===== src/rtl/mrv32_mem_arbiter.sv =====
// Two-requester round-robin arbiter for one memory port, with burst lock,
// lock-idle timeout and fixed-latency read response routing.
module mrv32_mem_arbiter #(
  parameter int ADDR_WIDTH   = 16,
  parameter int RD_LATENCY   = 2,
  parameter int LOCK_TIMEOUT = 8
) (
  input  logic                  clk,
  input  logic                  rst_n,
  input  logic                  m0_valid,
  input  logic [ADDR_WIDTH-1:0] m0_addr,
  input  logic [31:0]           m0_wdata,
  input  logic [3:0]            m0_wstrb,
  input  logic                  m0_lock,
  output logic                  m0_ready,
  output logic [31:0]           m0_rdata,
  output logic                  m0_rvalid,
  input  logic                  m1_valid,
  input  logic [ADDR_WIDTH-1:0] m1_addr,
  input  logic [31:0]           m1_wdata,
  input  logic [3:0]            m1_wstrb,
  input  logic                  m1_lock,
  output logic                  m1_ready,
  output logic [31:0]           m1_rdata,
  output logic                  m1_rvalid,
  output logic                  s_valid,
  output logic [ADDR_WIDTH-1:0] s_addr,
  output logic [31:0]           s_wdata,
  output logic [3:0]            s_wstrb,
  input  logic [31:0]           s_rdata,
  input  logic                  s_rvalid,
  output logic                  err_spurious
);

  typedef enum logic [1:0] {
    ST_ARB   = 2'd0,
    ST_LOCK0 = 2'd1,
    ST_LOCK1 = 2'd2
  } state_t;

  localparam int IDLE_W  = $clog2(LOCK_TIMEOUT + 1);
  localparam int DRAIN_W = $clog2(RD_LATENCY + 1);

  state_t                state_r;
  logic                  last_grant_r;
  logic [IDLE_W-1:0]     idle_cnt_r;
  logic [RD_LATENCY-1:0] rd_v_r;
  logic [RD_LATENCY-1:0] rd_id_r;
  logic [DRAIN_W-1:0]    drain_cnt_r;
  logic                  err_spurious_r;

  logic gnt_valid_s;
  logic gnt_id_s;
  logic gnt_lock_s;
  logic timeout_s;
  logic rd_load_s;
  logic rd_v_last_s;
  logic rd_id_last_s;
  logic err_set_s;

  // Grant selection; everything is held off while reset is asserted
  always_comb begin
    gnt_valid_s = 1'b0;
    gnt_id_s    = 1'b0;
    if (!rst_n) begin
      gnt_valid_s = 1'b0;
      gnt_id_s    = 1'b0;
    end else begin
      case (state_r)
        ST_ARB: begin
          if (m0_valid && m1_valid) begin
            gnt_valid_s = 1'b1;
            gnt_id_s    = ~last_grant_r;
          end else if (m0_valid) begin
            gnt_valid_s = 1'b1;
            gnt_id_s    = 1'b0;
          end else if (m1_valid) begin
            gnt_valid_s = 1'b1;
            gnt_id_s    = 1'b1;
          end else begin
            gnt_valid_s = 1'b0;
            gnt_id_s    = 1'b0;
          end
        end
        ST_LOCK0: begin
          gnt_valid_s = m0_valid;
          gnt_id_s    = 1'b0;
        end
        ST_LOCK1: begin
          gnt_valid_s = m1_valid;
          gnt_id_s    = 1'b1;
        end
        default: begin
          gnt_valid_s = 1'b0;
          gnt_id_s    = 1'b0;
        end
      endcase
    end
  end

  assign s_valid    = gnt_valid_s;
  assign s_addr     = gnt_id_s ? m1_addr  : m0_addr;
  assign s_wdata    = gnt_id_s ? m1_wdata : m0_wdata;
  assign s_wstrb    = gnt_id_s ? m1_wstrb : m0_wstrb;
  assign gnt_lock_s = gnt_id_s ? m1_lock  : m0_lock;
  assign m0_ready   = gnt_valid_s & ~gnt_id_s;
  assign m1_ready   = gnt_valid_s & gnt_id_s;

  // Release fires on the idle cycle that brings the count to LOCK_TIMEOUT-1
  assign timeout_s = (int'(idle_cnt_r) + 32'sd1) >= (LOCK_TIMEOUT - 32'sd1);

  // Arbitration state, round-robin pointer and lock idle counter
  always_ff @(posedge clk) begin
    if (!rst_n) begin
      state_r      <= ST_ARB;
      last_grant_r <= 1'b1;
      idle_cnt_r   <= {IDLE_W{1'b0}};
    end else if (gnt_valid_s) begin
      last_grant_r <= gnt_id_s;
      idle_cnt_r   <= {IDLE_W{1'b0}};
      if (gnt_lock_s) begin
        state_r <= gnt_id_s ? ST_LOCK1 : ST_LOCK0;
      end else begin
        state_r <= ST_ARB;
      end
    end else if (state_r != ST_ARB) begin
      if (timeout_s) begin
        state_r    <= ST_ARB;
        idle_cnt_r <= {IDLE_W{1'b0}};
      end else begin
        idle_cnt_r <= idle_cnt_r + IDLE_W'(1);
      end
    end else begin
      idle_cnt_r <= {IDLE_W{1'b0}};
    end
  end

  assign rd_load_s    = gnt_valid_s && (s_wstrb == 4'h0);
  assign rd_v_last_s  = rd_v_r[RD_LATENCY-1];
  assign rd_id_last_s = rd_id_r[RD_LATENCY-1];

  assign m0_rvalid = rst_n & s_rvalid & rd_v_last_s & ~rd_id_last_s;
  assign m1_rvalid = rst_n & s_rvalid & rd_v_last_s & rd_id_last_s;
  assign m0_rdata  = s_rdata;
  assign m1_rdata  = s_rdata;

  // Untracked responses are tolerated only while the post-reset drain runs
  assign err_set_s = (s_rvalid & ~rd_v_last_s & (drain_cnt_r == {DRAIN_W{1'b0}}))
                   | (rd_v_last_s & ~s_rvalid);

  // Read tracking pipeline, post-reset drain and sticky error flag
  always_ff @(posedge clk) begin
    if (!rst_n) begin
      rd_v_r         <= {RD_LATENCY{1'b0}};
      rd_id_r        <= {RD_LATENCY{1'b0}};
      drain_cnt_r    <= DRAIN_W'(RD_LATENCY);
      err_spurious_r <= 1'b0;
    end else begin
      rd_v_r[0]  <= rd_load_s;
      rd_id_r[0] <= gnt_id_s;
      for (int i = 1; i < RD_LATENCY; i++) begin
        rd_v_r[i]  <= rd_v_r[i-1];
        rd_id_r[i] <= rd_id_r[i-1];
      end
      if (drain_cnt_r != {DRAIN_W{1'b0}}) begin
        drain_cnt_r <= drain_cnt_r - DRAIN_W'(1);
      end else begin
        drain_cnt_r <= drain_cnt_r;
      end
      if (err_set_s) begin
        err_spurious_r <= 1'b1;
      end else begin
        err_spurious_r <= err_spurious_r;
      end
    end
  end

  assign err_spurious = err_spurious_r;

endmodule


===== config.mk =====
export PLATFORM = sky130hd
export DESIGN_NAME = mrv32_mem_arbiter
export DESIGN_NICKNAME = d
export VERILOG_FILES = /design/src/rtl/mrv32_mem_arbiter.sv
export SDC_FILE = /design/constraint.sdc
export NUM_CORES = 1
export LEC_CHECK = 0
export ABC_AREA = 1
export ABC_CLOCK_PERIOD_IN_PS = 2200
export CAP_MARGIN = 40
export CORE_AREA = 2 2 104 106
export CTS_CLUSTER_SIZE = 25
export DETAILED_ROUTE_END_ITERATION = 7
export DIE_AREA = 0 0 106 108
export HOLD_SLACK_MARGIN = 0.02
export MAX_ROUTING_LAYER = met4
export SKIP_CTS_REPAIR_TIMING = 1
export SLEW_MARGIN = 25
export SYNTH_ARGS = -nofsm -noshare
export SYNTH_HDL_FRONTEND = slang
export SYNTH_SLANG_ARGS = --single-unit

===== constraint.sdc =====
create_clock -name clk -period 2.2 [get_ports clk]
set_input_delay 0.44 -clock clk [delete_from_list [all_inputs] [get_ports clk]]
set_output_delay 0.44 -clock clk [all_outputs]
set_load 0.02 [all_outputs]

# After elaboration in Yosys (flattened, before gate mapping)
# Index checks and enable logic that the tools add are counted.
# word_totals
register_bits	14
latch_bits	0
ramBits	0
rom_bits	0
in_bits	143
out_inout_bits	122
wordCells	59
memories	0
# classes
n_addsub	3
multipliers	0
n_div	0
n_lt_le_gt_ge	1
eq_ne	2
n_shift	0
n_mux	18
n_bitwise	17
reduce_logical	11
# ops
cell	count
$mux W32	1
$mux W16	1
$mux W2	5
$and A1 B1 Y1	9
$mux W1	8
$reduce_bool A2 Y1	4
$not A1 Y1	7
$add A4 B1 Y5 const B	1
$ge A5 B3 Y1 const B	1
$add A4 B1 Y4 const B	1
$logic_not A2 Y1	2
$logic_not A4 Y1	1
$mux W4	1
$reduce_or A4 Y1	1
$pmux W1 S3	1
$eq A2 B1 Y1 const B	1
$eq A2 B2 Y1 const B	1
$logic_and A1 B1 Y1	2
$pmux W1 S2	1
$reduce_and A2 Y1	1
$sub A2 B1 Y2 const B	1
$or A1 B1 Y1	1

# Logic depth before layout (Yosys ltp)
# Gate-level depths: netlist of the first run.
# depth
depth_word	8
depth_mapped	9
ltp_nobuf	9

# Least setup slack after synthesis of the first run
# Ideal clock, no wire load.
# synth_timing
path_type	input port to output port
startpoint	input m1_valid
endpoint	output s_wdata[12]
arrival_ns	1.241
required_time_ns	1.760
setup_slack_ns	0.519
stages	8
n_path_buf	2
cell_sequence	inv_1 a21oi_2 nand2_2 inv_2 buf_4 buf_6 nand2_1 nand2_1
# synth_via
elab_chain_cells	6
word_cells_on_any_way	7
classes_between	6 x mux; 1 x reduce/logical
# synth_rtl
item	line_no	text
start, declared	18	input logic m1_valid,
$mux W1	77	end else if (m1_valid) begin
$mux W1	74	end else if (m0_valid) begin
$mux W1 *	71	if (m0_valid && m1_valid) begin
$pmux W1 S2 *	69	case (state_r)
$mux W1 *	65	if (!rst_n) begin
$mux W32 *	103	assign s_wdata = gnt_id_s ? m1_wdata : m0_wdata;
end, declared	28	output logic [31:0] s_wdata,
# Every way passes the cells marked *; elsewhere a longest branch is shown, timed or not.

# Final worst setup path of the first run
# layout_timing
startpoint	register state_r[1]
endpoint	output s_wstrb[1]
# layout_via
elab_chain_cells	4
word_cells_on_any_way	5
classes_between	1 x eq/ne; 3 x mux; 1 x reduce/logical
# layout_rtl
item	line_no	text
start, declared	44	state_t state_r;
start signal, assigned	122	state_r <= gnt_id_s ? ST_LOCK1 : ST_LOCK0;
$eq A2 B2 Y1 / $logic_not A2 Y1 (equally long branches)	69	
$pmux W1 S2 *	69	
$mux W1 *	65	
$mux W4 *	104	assign s_wstrb = gnt_id_s ? m1_wstrb : m0_wstrb;
end, declared	29	output logic [3:0] s_wstrb,
# Marks and branches as above.

==> results of run 1 <==
==> routing by layer <==
metal / part of all wire (%) / up-vias / wire [um]
met4: 2.6 / 0 / 180
met1: 40 / 920 / 2730
li1: - / 1108 / -
met3: 7.9 / 21 / 542
met5: 0 / - / 0
met2: 50 / 116 / 3430
==> worst reg2reg max path, cell delays in order, from the launching register on <==
cell and delay, ps:
dfxtp_2 340, inv_1 80, a21oi_2 190, nand2_4 130, buf_12 160, clkbuf_16 150, o21ai_2 150, nand2_1 80
nor2_1 140
==> final timing paths <==
| kind | slack (ps) | end | depth (start not counted) |
|---|---|---|---|
| min | 420 | rd_id_r[1] | 2 |
| max reg2reg | 730 | rd_v_r[0] | 8 |
| max | 130 | s_wstrb[1] | 8 |
| min reg2reg | 420 | rd_id_r[1] | 2 |
==> layout by cell type (no fill, tap or decap), drive strengths merged, types with 3 or more instances in the layout <==
cell type	count
nand2	164
clkbuf	24
a21oi	5
buf	18
inv	26
dfxtp	14
o21ai	6
clkdlybuf4s50	108
nor3	3
nor2	12
dlymetal6s2s	36
ha	3
nand3	7
==> registers in the layout, summed over array words and instances (netlist names) <==
register and count:
idle_cnt_r 4, drain_cnt_r 2, rd_id_r 2, rd_v_r 2, state_r 2, err_spurious 1
last_grant_r 1
==> cell type report <==
| cell class | count | area [um^2] | area share, % |
|---|---|---|---|
| flip-flops and latches | 14 | 282 | 8.39 |
| clock buffers | 4 | 55.1 | 1.64 |
| multi-input cells | 204 | 867 | 25.8 |
| inverters | 26 | 105 | 3.13 |
| well taps | 136 | 170 | 5.07 |
| repair buffers | 182 | 1880 | 55.9 |
==> power breakdown <==
part           switching, mW  total [mW]  internal, mW
registers             0.0144       0.294         0.279
clock network         0.0943       0.253         0.158
logic                  0.343       0.737         0.394
total                  0.452        1.28         0.832
==> per-stage QoR <==
step                util [%]  setup TNS [ps]  hold slack, ps  power, mW  std cells
CTS                     31.5          -26870             419       1.30        560
global route            32.8               0             424       1.36        566
floorplan                  -               0             390      0.774        319
finish                  32.8               0             416       1.28        566
detailed placement      31.0          -26780             403       1.04        556
global placement        31.0          -26740             396       1.04        556
==> cells by family (layout without fill, tap and decap cells) <==
group	after synthesis	in the layout
fa+ha+maj	3	3
flops	14	14
other cells	1	1
compound gates	14	14
simple gates	186	186
buf+inv	101	212
==> flow_summary.toml, run 1 <==
[synth]
synth_compound_area_share_pct = 4.52
synth.lib_cells_used.distinct = 22
synth_sequential_area_ratio_pct = 15.8
synth_async_sr_flop_share_pct = 0
syn_avg_cell_area_um2 = 5.56
synth_largest_area_cell = "nand2_1"
synth_xor_xnor_area_share_pct = 0
synth_cell_count_leaders = "nand2_1 (163), buf_4 (65), inv_1 (25)"
yosys_warnings = 0
synth.area.top_cells = "nand2_1 (35%), buf_4 (28%), dfxtp_1 (16%)"
synth_fa_ha_area_share_pct = 2.12
synthCells = 319
synthFlopType = "dfxtp_1"
muxShareOfSynthArea_pct = 0
synthDominantCellAreaShare_pct = 34.5
ys_ff_latch = 14
synth_most_common_cell = "nand2_1"
post_synth_and_or_nand_nor_area_fraction_pct = 40.8
synth_top_family_by_area = "simple AND/OR/NAND/NOR gates"
mappedNetlistArea_mm2 = 0.00177
synth_enable_flop_cells = 0
postSynthNetCount = 465

[clock_tree]
cts_inserted_buffers = 3
clkSlewWorstSetupHoldPaths_ps = 60
clock_tree.buffer_depth = 2
tritoncts = "yes"
clock-sinks = 14
ctsRootBufferMaster = "clkbuf_8"
ctsHtreeMaxLevel = 1
insertion_delay_ps = 240

[grt]
grt-busiest-layer = "met2"
global_route.usage.total_pct = 9.69
antenna_found_initial = 0
gr-usage-met2_pct = 16.5
grt_start_max_net_pins = 36
vias_in_the_first_global_route = 1935
first_pass_grt_wire_length_um = 8920
grtUsageMet1_pct = 10.5
grt.overflow.total = 0
use_met3_pct = 3.13

[timing]
layout_setup_ws_ps = 126
rsz0062_at_grt = "no"
timing.final.setup_violations = 0
finalCriticalPeriod_ps = 2070
final.setup_skew_ps = 1.90
slew_violations = 0
max_freq_mhz = 482
period_utilization_pct = 94.3
hold_vio_cnt_final = 0

[outcome]
run_status = "completed"

[detailed_routing]
detailedRoute.firstIterationViolations = 100
wire_per_inst_um = 12.2
via_per_inst = 3.83
drt_pass1_iterations = 4
antenna_violating_nets_post_route = 0
vias = 2165
post-route-drc-count = 0
drt-total-wl_um = 6880

[cells_and_area]
n_fill_cell = 1099
share_of_final_layout_standard_cells_stronger_than_drive_strength_1_pct = 12.6
final_cell_area_mm2 = 0.00336
insertedDiodeCount = 0
area_growth_syn_to_layout_pct = 89.3
layout.nets = 577

[critical_path]
worst_setup_path_startpoint = "state_r[1]"
critical_path.slowest_cell = "dfxtp_2"
cp_common_cell = "inv_1"
type_of_element_launching_the_critical_path = "flop"
critical_path_buf_inv_count = 5
crit_path_cell_trace = "inv_1 > a21oi_2 > nand2_4 > buf_12 > clkbuf_16 > o21ai_2 > inv_1 > clkbuf_2"
worst_setup_path_end_kind = "output pin"
worst_path_dominant_cell_family = "buffers and inverters"
crit_type = "flop to output pin"
max_stage_delay_ps = 340
crit_arrival_ps = 1630
crit_path_max_fanout = 5
worst_r2r_startpoint = "state_r[1]"
critPathRequiredTime_ps = 1760

[place]
placed_cell_area_mm2 = 0.00317
detailedPlace.worstSlack_ps = -540
gp_congestion = 0.768
port-buffer-count = 168
dpl.hpwl_um = 5180

[floorplanning]
fp-row-count = 37
starting_density_of_the_core_pct = 17.3
die-width_um = 106
floorplan.die_area_mm2 = 0.0114
dieHeight_um = 108
core-area_mm2 = 0.0102
pin_count = 265

[worst_hold_path]
min_path_type = "flop to flop"
hold_path_startpoint = "rd_id_r[0]"

[run]
drv_cap = 0

[power_and_ir_drop]
max_vdd_drop_mv = 0.381
leakage_component_of_the_power_nw = 1.97
cellPowerDensity_mw_per_mm2 = 382
No activity file was read; power rests on OpenSTA's default activity.
==> run 2, diff against run 1 <==
--- a/config.mk
+++ b/config.mk
@@ -5,7 +5,6 @@
 export SDC_FILE = /design/constraint.sdc
 export NUM_CORES = 1
 export LEC_CHECK = 0
-export ABC_AREA = 1
 export ABC_CLOCK_PERIOD_IN_PS = 2200
 export CAP_MARGIN = 40
 export CORE_AREA = 2 2 104 106
==> run 2 against run 1 <==
The flow now finishes with violations (negative setup slack). Critical endpoint is now s_wdata[25]. Critical path depth unchanged. Routed wire length up 4.7%. Die area unchanged. Sequential cell count unchanged. Area after synthesis down 0.78%.
==> flow_summary.toml, run 2 <==
[cells_and_area]
largest_register_ffs = 4
most-common-layout-cells = "clkdlybuf4s50_1 (108), buf_6 (33), mux2_4 (32)"
layout.cells.most_common = "clkdlybuf4s50_1"
share_of_final_layout_standard_cells_stronger_than_drive_strength_1_pct = 42.9
final_cell_area_mm2 = 0.00349
area_growth_syn_to_layout_pct = 98.4
regMostFlops = "idle_cnt_r"
layout.nets = 462

[detailed_routing]
post-route-drc-count = 0
detailedRoute.firstIterationViolations = 46
vias = 1753
drt_pass1_iterations = 4
antenna_violating_nets_post_route = 0
via_per_inst = 3.88
drt-total-wl_um = 7210
wire_per_inst_um = 15.9

[synth]
synthCells = 194
synth_compound_area_share_pct = 3.77
synth.area.top_cells = "mux2_2 (34%), buf_4 (29%), dfxtp_1 (16%)"
yosys_warnings = 0
synth_top_family_by_area = "multiplexers"
mappedNetlistArea_mm2 = 0.00176
synthFlopType = "dfxtp_1"
synth_most_common_cell = "buf_4"
synth_async_sr_flop_share_pct = 0
synth_enable_flop_cells = 0
postSynthNetCount = 340
muxShareOfSynthArea_pct = 35.1
synth_fa_ha_area_share_pct = 2.13
ys_ff_latch = 14
synth_sequential_area_ratio_pct = 15.9
synthDominantCellAreaShare_pct = 33.9
synth_xor_xnor_area_share_pct = 0.996
synth.lib_cells_used.distinct = 29
syn_avg_cell_area_um2 = 9.07
synth_largest_area_cell = "mux2_2"
post_synth_and_or_nand_nor_area_fraction_pct = 10.6
synth_cell_count_leaders = "buf_4 (68), mux2_2 (53), dfxtp_1 (14)"

[timing]
rsz0062_at_grt = "yes"
timing.final.setup_violations = 32
layout_setup_ws_ps = -58.5
slew_violations = 0
fin_hold_ws_ps = 431
period_utilization_pct = 103
final.setup_skew_ps = 7.26
finalCriticalPeriod_ps = 2260
max_freq_mhz = 443
hold_vio_cnt_final = 0

[power_and_ir_drop]
max_vdd_drop_mv = 0.154
leakage_component_of_the_power_nw = 1.62
cellPowerDensity_mw_per_mm2 = 389

[critical_path]
crit_path_cell_trace = "buf_6 > a21boi_2 > o211ai_1 > buf_4 > buf_12 > clkbuf_16 > mux2_4 > buf_6"
critical_path_buf_inv_count = 5
cp_common_cell = "buf_6"
worst_r2r_startpoint = "idle_cnt_r[0]"
worst_setup_path_startpoint = "m1_valid"
critical_path.slowest_cell = "mux2_4"
max_stage_delay_ps = 300
worst_setup_path_end_kind = "output pin"
crit_path_max_fanout = 7
crit_arrival_ps = 1820
critPathRequiredTime_ps = 1760
worst_path_dominant_cell_family = "buffers and inverters"
type_of_element_launching_the_critical_path = "input port"
crit_type = "input port to output pin"

[grt]
grt.overflow.total = 0
global_route.usage.total_pct = 11.4
vias_in_the_first_global_route = 1805
first_pass_grt_wire_length_um = 9770
antenna_found_initial = 0
grt_start_max_net_pins = 22

[clock_tree]
ctsHtreeMaxLevel = 1
clock-sinks = 14
tritoncts = "yes"
ctsRootBufferMaster = "clkbuf_8"
clock_tree.buffer_depth = 2
insertion_delay_ps = 250
cts_inserted_buffers = 3
clkSlewWorstSetupHoldPaths_ps = 50

[place]
gp_congestion = 0.737
placed_cell_area_mm2 = 0.00322
port-buffer-count = 168
dpl.hpwl_um = 6040

[worst_hold_path]
min_path_type = "flop to flop"
hold_path_startpoint = "rd_id_r[0]"

[floorplanning]
die-width_um = 106
fp-row-count = 37
dieHeight_um = 108
core-area_mm2 = 0.0102
pin_count = 265
starting_density_of_the_core_pct = 17.2
floorplan.die_area_mm2 = 0.0114

[run]
drv_cap = 0

[outcome]
run_status = "finished, violations left"
violations = "negative setup slack"
-- run 2: where the power goes --
group	switching (mW)	leakage, nW	internal (mW)
clock network	0.0917	0.0288	0.159
logic	0.313	1.48	0.500
registers	0.0132	0.115	0.281
total	0.418	1.62	0.940
-- run 2: layout make-up --
cell class              instances  area (um^2)
clock buffers                   4         55.1
fillers                      1025         6740
multi-input cells             102         1050
repair buffers                188         1900
inverters                       7         26.3
flip-flops and latches         14          282
well taps                     136          170
diodes                          1         2.50
-- run 2: worst paths after layout --
| path | to | slack [ps] | cells past startpoint |
|---|---|---|---|
| worst max-delay path | s_wdata[25] | -60 | 8 |
| worst max register to register | idle_cnt_r[2] | 510 | 5 |
| worst min register to register | rd_id_r[1] | 430 | 1 |
| worst min-delay path | rd_id_r[1] | 430 | 1 |
-- run 2: routing by layer --
layer  global-route usage [%]  part of all wire [%]  vias to the layer above
li1                         -                     -                      846
met1                     13.5                    38                      778
met2                     18.9                    51                      114
met3                     3.38                   8.8                       15
met4                     3.01                   1.3                        0
met5                        -                     0                        -
-- run 2: metrics by stage --
stage / setup TNS, ps / worst slack, ps / instances / utilization, % / power, mW
floorplan: 0 / 234 / 194 / - / 0.792
global placement: -46110 / -933 / 443 / 31.5 / 1.05
detailed placement: -46770 / -937 / 443 / 31.5 / 1.05
CTS: -47780 / -961 / 447 / 32.0 / 1.31
global route: -3050 / -113 / 451 / 34.1 / 1.43
finish: -1170 / -58.5 / 452 / 34.1 / 1.36
-- run 2: cells by family after synthesis --
kind of cell	after synthesis
compound gates	9
xor+xnor	2
fa+ha+maj	3
buf+inv	78
flops	14
mux	55
other cells	1
simple gates	32
==> run 3, diff against run 2 <==
--- a/config.mk
+++ b/config.mk
@@ -5,14 +5,16 @@
 export SDC_FILE = /design/constraint.sdc
 export NUM_CORES = 1
 export LEC_CHECK = 0
-export ABC_CLOCK_PERIOD_IN_PS = 2200
-export CAP_MARGIN = 40
+export ABC_CLOCK_PERIOD_IN_PS = 1900
+export CAP_MARGIN = 20
 export CORE_AREA = 2 2 104 106
 export CTS_CLUSTER_SIZE = 25
 export DETAILED_ROUTE_END_ITERATION = 7
 export DIE_AREA = 0 0 106 108
+export GPL_ROUTABILITY_DRIVEN = 0
 export HOLD_SLACK_MARGIN = 0.02
 export MAX_ROUTING_LAYER = met4
+export PLACE_DENSITY = 0.65
 export SKIP_CTS_REPAIR_TIMING = 1
 export SLEW_MARGIN = 25
 export SYNTH_ARGS = -nofsm -noshare
==> constraint.sdc (replaced) <==
create_clock -name clk -period 1.9 [get_ports clk]
set_input_delay 0.38 -clock clk [delete_from_list [all_inputs] [get_ports clk]]
set_output_delay 0.38 -clock clk [all_outputs]
set_load 0.02 [all_outputs]
==> run 3 against run 2 <==
Clock skew is 4.8 ps lower. Clock power is 3% lower. Sequential cell count stayed put. Count of clock-buffer cells in the layout is 1 lower. Final cell count stayed put. Via count is 3.5% higher. The flow still finishes with violations (negative setup slack). Worst hold slack worse by 16 ps. Worst setup slack worse by 150 ps. Sequential power is 16% higher. Global-route usage is 0.17 points lower. Non-clock buffer count is 2 higher. Register-to-register slack worse by 330 ps.
==> flow_summary.toml, run 3 (synthesis gave the netlist of run 2 again) <==
[grt]
global_route.usage.total_pct = 11.2
first_pass_grt_wire_length_um = 9790
grt_start_max_net_pins = 29
antenna_found_initial = 0
vias_in_the_first_global_route = 1897
grt.overflow.total = 0

[critical_path]
worst_setup_path_end_kind = "output pin"
crit_arrival_ps = 1730
type_of_element_launching_the_critical_path = "flop"
critPathRequiredTime_ps = 1520
worst_setup_path_startpoint = "last_grant_r"
worst_r2r_startpoint = "idle_cnt_r[0]"
crit_type = "flop to output pin"
crit_path_max_fanout = 8

[clock_tree]
cts_inserted_buffers = 3
tritoncts = "yes"
ctsRootBufferMaster = "clkbuf_8"
insertion_delay_ps = 250
clkSlewWorstSetupHoldPaths_ps = 50
clock_tree.buffer_depth = 2
clock-sinks = 14
ctsHtreeMaxLevel = 1

[place]
placed_cell_area_mm2 = 0.00320
placedCellCount = 439
port-buffer-count = 168
dpl.hpwl_um = 5850

[floorplanning]
die-width_um = 106
starting_density_of_the_core_pct = 17.2
floorplan.die_area_mm2 = 0.0114
dieHeight_um = 108
pin_count = 265
core-area_mm2 = 0.0102
fp-row-count = 37

[timing]
slew_violations = 0
max_freq_mhz = 474
timing.final.setup_violations = 52
layout_setup_ws_ps = -208
finalCriticalPeriod_ps = 2110
fin_hold_ws_ps = 415
hold_vio_cnt_final = 0
rsz0062_at_grt = "yes"
period_utilization_pct = 111
final.setup_skew_ps = 2.48

[worst_hold_path]
hold_path_startpoint = "rst_n"
min_path_type = "input port to flop"

[power_and_ir_drop]
max_vdd_drop_mv = 0.280
design_power_total_mw = 1.60
leakage_component_of_the_power_nw = 1.74
cellPowerDensity_mw_per_mm2 = 436

[detailed_routing]
drt_pass1_iterations = 4
post-route-drc-count = 0
wire_per_inst_um = 16.4
antenna_violating_nets_post_route = 0
detailedRoute.firstIterationViolations = 34
vias = 1815
via_per_inst = 4.02
drt-total-wl_um = 7410

[cells_and_area]
core_utilization_of_the_finished_layout_pct = 35.9
layout.nets = 464
insertedDiodeCount = 0
largest_register_ffs = 4
area_growth_syn_to_layout_pct = 109
layout.cells.non_filler = 452
final_cell_area_mm2 = 0.00367
share_of_final_layout_standard_cells_stronger_than_drive_strength_1_pct = 42.7
layout.cells.most_common = "clkdlybuf4s50_1"
regMostFlops = "idle_cnt_r"
most-common-layout-cells = "clkdlybuf4s50_1 (108), buf_6 (55), mux2_4 (44)"

[outcome]
violations = "negative setup slack"
run_status = "finished, violations left"

[run]
drv_cap = 0
[run 3: per-layer routing]
metal,vias to the layer above,routed length [um],part of all wire [%],global-route usage (%)
met1,829,2910,39,12.5
met2,130,3860,52,20.4
met4,0,46,0.62,2.44
li1,849,-,-,-
met3,7,596,8.0,2.59
met5,-,0,0,-
[run 3: layout make-up]
type / count / area [um^2]
sequential: 14 / 282
timing repair buffer: 190 / 2050
inverter: 7 / 26.3
fill: 1031 / 6560
clock buffer: 3 / 41.3
tap: 136 / 170
multi-input combinational: 102 / 1100
[run 3: path summary, 6_finish.rpt]
kind,end,slack [ps],cells past startpoint
worst max-delay path,s_addr[1],-210,6
worst min-delay path,last_grant_r,410,2
worst max register to register,state_r[1],180,5
worst min register to register,rd_id_r[1],430,1
[run 3: worst max-delay path, stage by stage, from the launching register on]
cell and delay, ps:
dfxtp_2 340, a21boi_1 60, o211ai_1 200, buf_6 220, clkbuf_16 180, mux2_2 340
buf_6 130
[run 3: power breakdown]
part	total (mW)	switching, mW	internal (mW)
clock	0.242	0.102	0.140
sequential	0.340	0.0145	0.325
combinational	1.02	0.380	0.641
[run 3: metrics by stage]
stage	worst slack, ps	TNS [ps]
6_report	-208	-9150
4_1_cts	-1060	-55680
3_3_place_gp	-1040	-55700
3_5_place_dp	-1040	-55760
2_1_floorplan	54.2	0
5_1_grt	-258	-11930
==> RTL edit 1 (flow settings as in run 3) <==
Re-encode `state_t` (3 states) as one-hot, 3 bits wide.
--- a/src/rtl/mrv32_mem_arbiter.sv
+++ b/src/rtl/mrv32_mem_arbiter.sv
@@ -32,10 +32,10 @@
   output logic                  err_spurious
 );
 
-  typedef enum logic [1:0] {
-    ST_ARB   = 2'd0,
-    ST_LOCK0 = 2'd1,
-    ST_LOCK1 = 2'd2
+  typedef enum logic [2:0] {
+    ST_ARB   = 3'b001,
+    ST_LOCK0 = 3'b010,
+    ST_LOCK1 = 3'b100
   } state_t;
 
   localparam int IDLE_W  = $clog2(LOCK_TIMEOUT + 1);
Check against the original RTL: no difference found for any inputs over 10 cycles, from zero or initial values and one cycle with rst_n low; not proved beyond that.
==> RTL edit 1 against run 3 <==
  * Highest routed layer unchanged
  * Worst setup slack lost 0.27 ns
  * Synthesized cell count grew 7.7%
  * Synthesized area grew 20%
  * Die area is the same
  * Design area grew 4.0%
  * The flow still finishes with violations (negative setup slack)
  * Total power grew 17%
  * Fmax shrank 11%
  * Sequential cell count grew 1
  * Routed wire length grew 11%
  * Register-to-register slack lost 0.18 ns
  * Core utilization grew 1.4 points
  * Count of clock-buffer cells in the layout is the same
  * First-iteration DRC count grew 65%
  * Cell count grew 6.4%
==> RTL edit 1: results <==
group,metric,value,unit
status,run_status,"finished, violations left",
status,violations_in_the_final_reports,"negative setup slack",
sta,setup_slack,-0.476,ns
routing,detail_route.wirelength,8200,µm
pwr,power.static_leakage,1.91,nW
global_route,use_met1,14.4,%
layout,fillerInstances,1013,
critical_path,worst_path_largest_cell_delay,0.53,ns
logic_synthesis,synth-seq-area-share,14.2,%
routing,first_iter_violations,56,
min_path,path_class_of_the_lowest_slack_min_delay_path,"reg -> reg",
pwr,power.ir.vdd_worst,0.000202,V
logic_synthesis,syn-mean-instance-area,10.1,µm²
layout,final-instance-count-excl-fill,481,
place,placed_cells,469,
global_route,grt_pass1_vias,1953,
global_route,grt_start_max_net_pins,42,
logic_synthesis,netlist-cell-type-count,41,
pwr,net-switching-power,0.000641,W
global_route,grt_first_pass_wirelength,10500,µm
place,dpl.hpwl,6550,µm
global_route,globalRouteTotalUtil,12.2,%
sta,final_setup_vio_count,55,
critical_path,worst-path-max-fanout,10,
logic_synthesis,commonest_cells_post_synth,"64 x buf_4, 48 x mux2_4, 15 x dfxtp_1, 9 x inv_1, 8 x nor2_1",
routing,num_vias,1914,
layout,final_nets,492,
pwr,comb_power_share,65.9,%
[RTL edit 1: layer usage]
metal,up-vias,part of all wire [%]
li1,931,-
met1,854,40
met2,111,49
met3,18,8.4
met4,0,2.4
met5,-,0
[RTL edit 1: worst paths after layout]
kind | from | to | slack [ns] | cells past startpoint
setup / recovery | state_r[2] | s_addr[9] | -0.48 | 5
hold / removal | rd_id_r[0] | rd_id_r[1] | 0.44 | 1
setup reg to reg | state_r[2] | rd_v_r[0] | 0 | 5
hold reg to reg | rd_id_r[0] | rd_id_r[1] | 0.44 | 1
[RTL edit 1: area by class of cell]
| cell class | count | area, µm² | share of cell area (%) |
|---|---|---|---|
| clock buffer | 3 | 41.3 | 1.08 |
| sequential | 15 | 303 | 7.93 |
| inverter | 11 | 41.3 | 1.08 |
| clock inverter | 1 | 5.00 | 0.131 |
| timing repair buffer | 203 | 1980 | 51.9 |
| multi-input combinational | 112 | 1270 | 33.4 |
| tap | 136 | 170 | 4.46 |
[RTL edit 1: metrics by stage]
stage                     instance area (µm²)  hold slack (ns)  setup slack [ns]  setup TNS [ns]  utilization (%)
final                                    3820            0.438            -0.476          -21.97             37.3
after global routing                     3820            0.463            -0.520          -24.97             37.3
after CTS                                3670            0.440             -1.08          -57.29             35.9
after detailed placement                 3630            0.425             -1.09          -58.04             35.4
after global placement                   3630            0.422             -1.10          -57.95             35.4
after floorplan                          2130            0.412            0.0151               0                -
[RTL edit 1: cell families (layout without fill, tap and decap cells)]
group	Yosys count	count (layout)	synth area share [%]
buffers and inverters	82	218	28.1
flip-flops	15	15	14.2
multiplexers	56	56	38.3
adder cells (fa/ha/maj)	3	3	1.78
AO/OA/AOI/OAI	14	14	6.35
XOR/XNOR	2	2	0.831
AND/OR/NAND/NOR	36	36	10.2
other	1	1	0.178
==> RTL edit 2 (flow settings as in run 3) <==
Without the edit above. Change the parameter `LOCK_TIMEOUT` from 8 to 16.
--- a/src/rtl/mrv32_mem_arbiter.sv
+++ b/src/rtl/mrv32_mem_arbiter.sv
@@ -3,7 +3,7 @@
 module mrv32_mem_arbiter #(
   parameter int ADDR_WIDTH   = 16,
   parameter int RD_LATENCY   = 2,
-  parameter int LOCK_TIMEOUT = 8
+  parameter int LOCK_TIMEOUT = 16
 ) (
   input  logic                  clk,
   input  logic                  rst_n,
Formal check against the unedited RTL: not equivalent (Yosys sat finds a counterexample within 10 cycles, from zero or initial values and one cycle with rst_n low).
==> RTL edit 2 against run 3 <==
  * The flow still finishes with violations (negative setup slack)
  * Routed wire length decreased by 11%
  * Fmax increased by 2.4%
  * Total power decreased by 3.2%
  * Synthesized area increased by 12%
  * Sequential power increased by 5.9%
  * Sequential cell count increased by 1
  * Worst setup slack improved by 0.049 ns
  * Design area decreased by 2.0%
  * Critical path depth unchanged
  * Cell count increased by 2.0%
  * Clock power increased by 2%
==> RTL edit 2: results <==
group,metric,value,unit
logic_synthesis,netlist-cell-type-count,35,
status,run_status,"finished, violations left",
routing,firstDrtPassIters,4,
status,violations_in_the_final_reports,"negative setup slack",
critical_path,path_delay_family,"buffers and inverters",
logic_synthesis,yosys_warnings,0,
global_route,grt_start_max_net_pins,32,
logic_synthesis,syn-num-nets,345,
clock_tree,clock_path_buffers,2,
sta,largest_clock_skew_in_the_final_design,0.000573,ns
min_path,path_class_of_the_lowest_slack_min_delay_path,"reg -> reg",
global_route,antenna_found_initial,0,
clock_tree,cts.root.buffer_cell,"clkbuf_8",
clock_tree,htree_levels,1,
routing,routedWlPerCell,14.3,µm
layout,final_nets,472,
critical_path,worst-path-max-fanout,6,
layout,fillerInstances,1030,
clock_tree,skew_pair_late_insertion_delay,0.24,ns
critical_path,timing.critical_path.arrival,1.68,ns
pwr,power.static_leakage,1.72,nW
logic_synthesis,prevailing_post_synth_register_cell,"dfxtp_1",
critical_path,critical_path_top_delay_cell,"dfxtp_2",
clock_tree,cts-buffers-inserted,3,
routing,first_iter_violations,38,
logic_synthesis,ys_top_cells_by_area,"mux2_4 28%, buf_4 24%, dfxtp_1 15%, mux2_2 9.2%, buf_6 2.9%",
routing,route.detailed.vias_per_inst,3.95,
sta,final_setup_vio_count,53,
logic_synthesis,commonest_cells_post_synth,"64 x buf_4, 37 x mux2_4, 16 x mux2_2, 15 x dfxtp_1, 8 x inv_1",
logic_synthesis,synth-seq-area-share,15.3,%
layout,max_flop_register,"idle_cnt_r",
pwr,power.ir.vdd_worst,0.000228,V
critical_path,worst_path_largest_cell_delay,0.34,ns
layout,antenna_cells_inserted,0,
sta,setup_slack,-0.159,ns
global_route,grt_first_pass_wirelength,8510,µm
global_route,grt_pass1_vias,1844,
clock_tree,clkSlewWorstSetupHoldPaths,0.06,ns
place,pre_cts_slack,-0.878,ns
place,port_buffers,168,
layout,share_of_layout_cells_above_drive_strength_1,43.7,%
place,dpl.hpwl,5120,µm
global_route,globalRouteTotalUtil,9.56,%
layout,flip_flop_count_of_the_largest_register_after_layout,5,
logic_synthesis,async_set_or_reset_register_ratio_after_synthesis,0,%
## RTL edit 2: worst paths after layout
path | slack [ns] | cells after the start | startpoint | endpoint
max | -0.16 | 6 | last_grant_r | s_wdata[23]
min | 0.43 | 1 | rd_id_r[0] | rd_id_r[1]
max reg2reg | 0.30 | 5 | idle_cnt_r[0] | state_r[1]
min reg2reg | 0.43 | 1 | rd_id_r[0] | rd_id_r[1]
## RTL edit 2: where the power goes
group | leakage (nW) | internal (W) | total, W | switching [W]
sequential | 0.123 | 0.000346 | 0.000360 | 0.0000138
clock | 0.0228 | 0.000148 | 0.000248 | 0.0000996
combinational | 1.57 | 0.000591 | 0.000944 | 0.000354
total | 1.72 | 0.00108 | 0.00155 | 0.000467
## RTL edit 2: metrics by stage
stage	instances	instance area, µm²	setup TNS [ns]
global route	461	3600	-9.54
detailed placement	449	3430	-45.96
global placement	449	3430	-45.20
floorplan	199	1960	0
CTS	453	3480	-46.51
finish	461	3600	-6.22
## RTL edit 2: kinds of logic after synthesis
group,share of synthesized area (%)
other,0.191
xor gates and xnor gates,0.892
AOI/OAI and AO/OA,5.35
DFF,15.3
muxes,38.5
adders and majority gates,1.91
and+or+nand+nor,8.54
buffers and inverters,29.3
## RTL edit 2: layer usage
metal  GRT usage (%)  up-vias  share of wire [%]
li1                -      867                  -
met1            10.2      799                 37
met2            16.8      133                 51
met3            3.19       24                 10
met4            3.10        0                2.4
met5               -        -                  0
## RTL edit 2: layout make-up
cell class / instances / area, µm² / area share, %
repair buffers: 193 / 1910 / 53.1
multi-input cells: 105 / 1140 / 31.8
flip-flops and latches: 15 / 302 / 8.37
well taps: 136 / 170 / 4.73
clock buffers: 4 / 45.0 / 1.25
inverters: 8 / 30.0 / 0.834
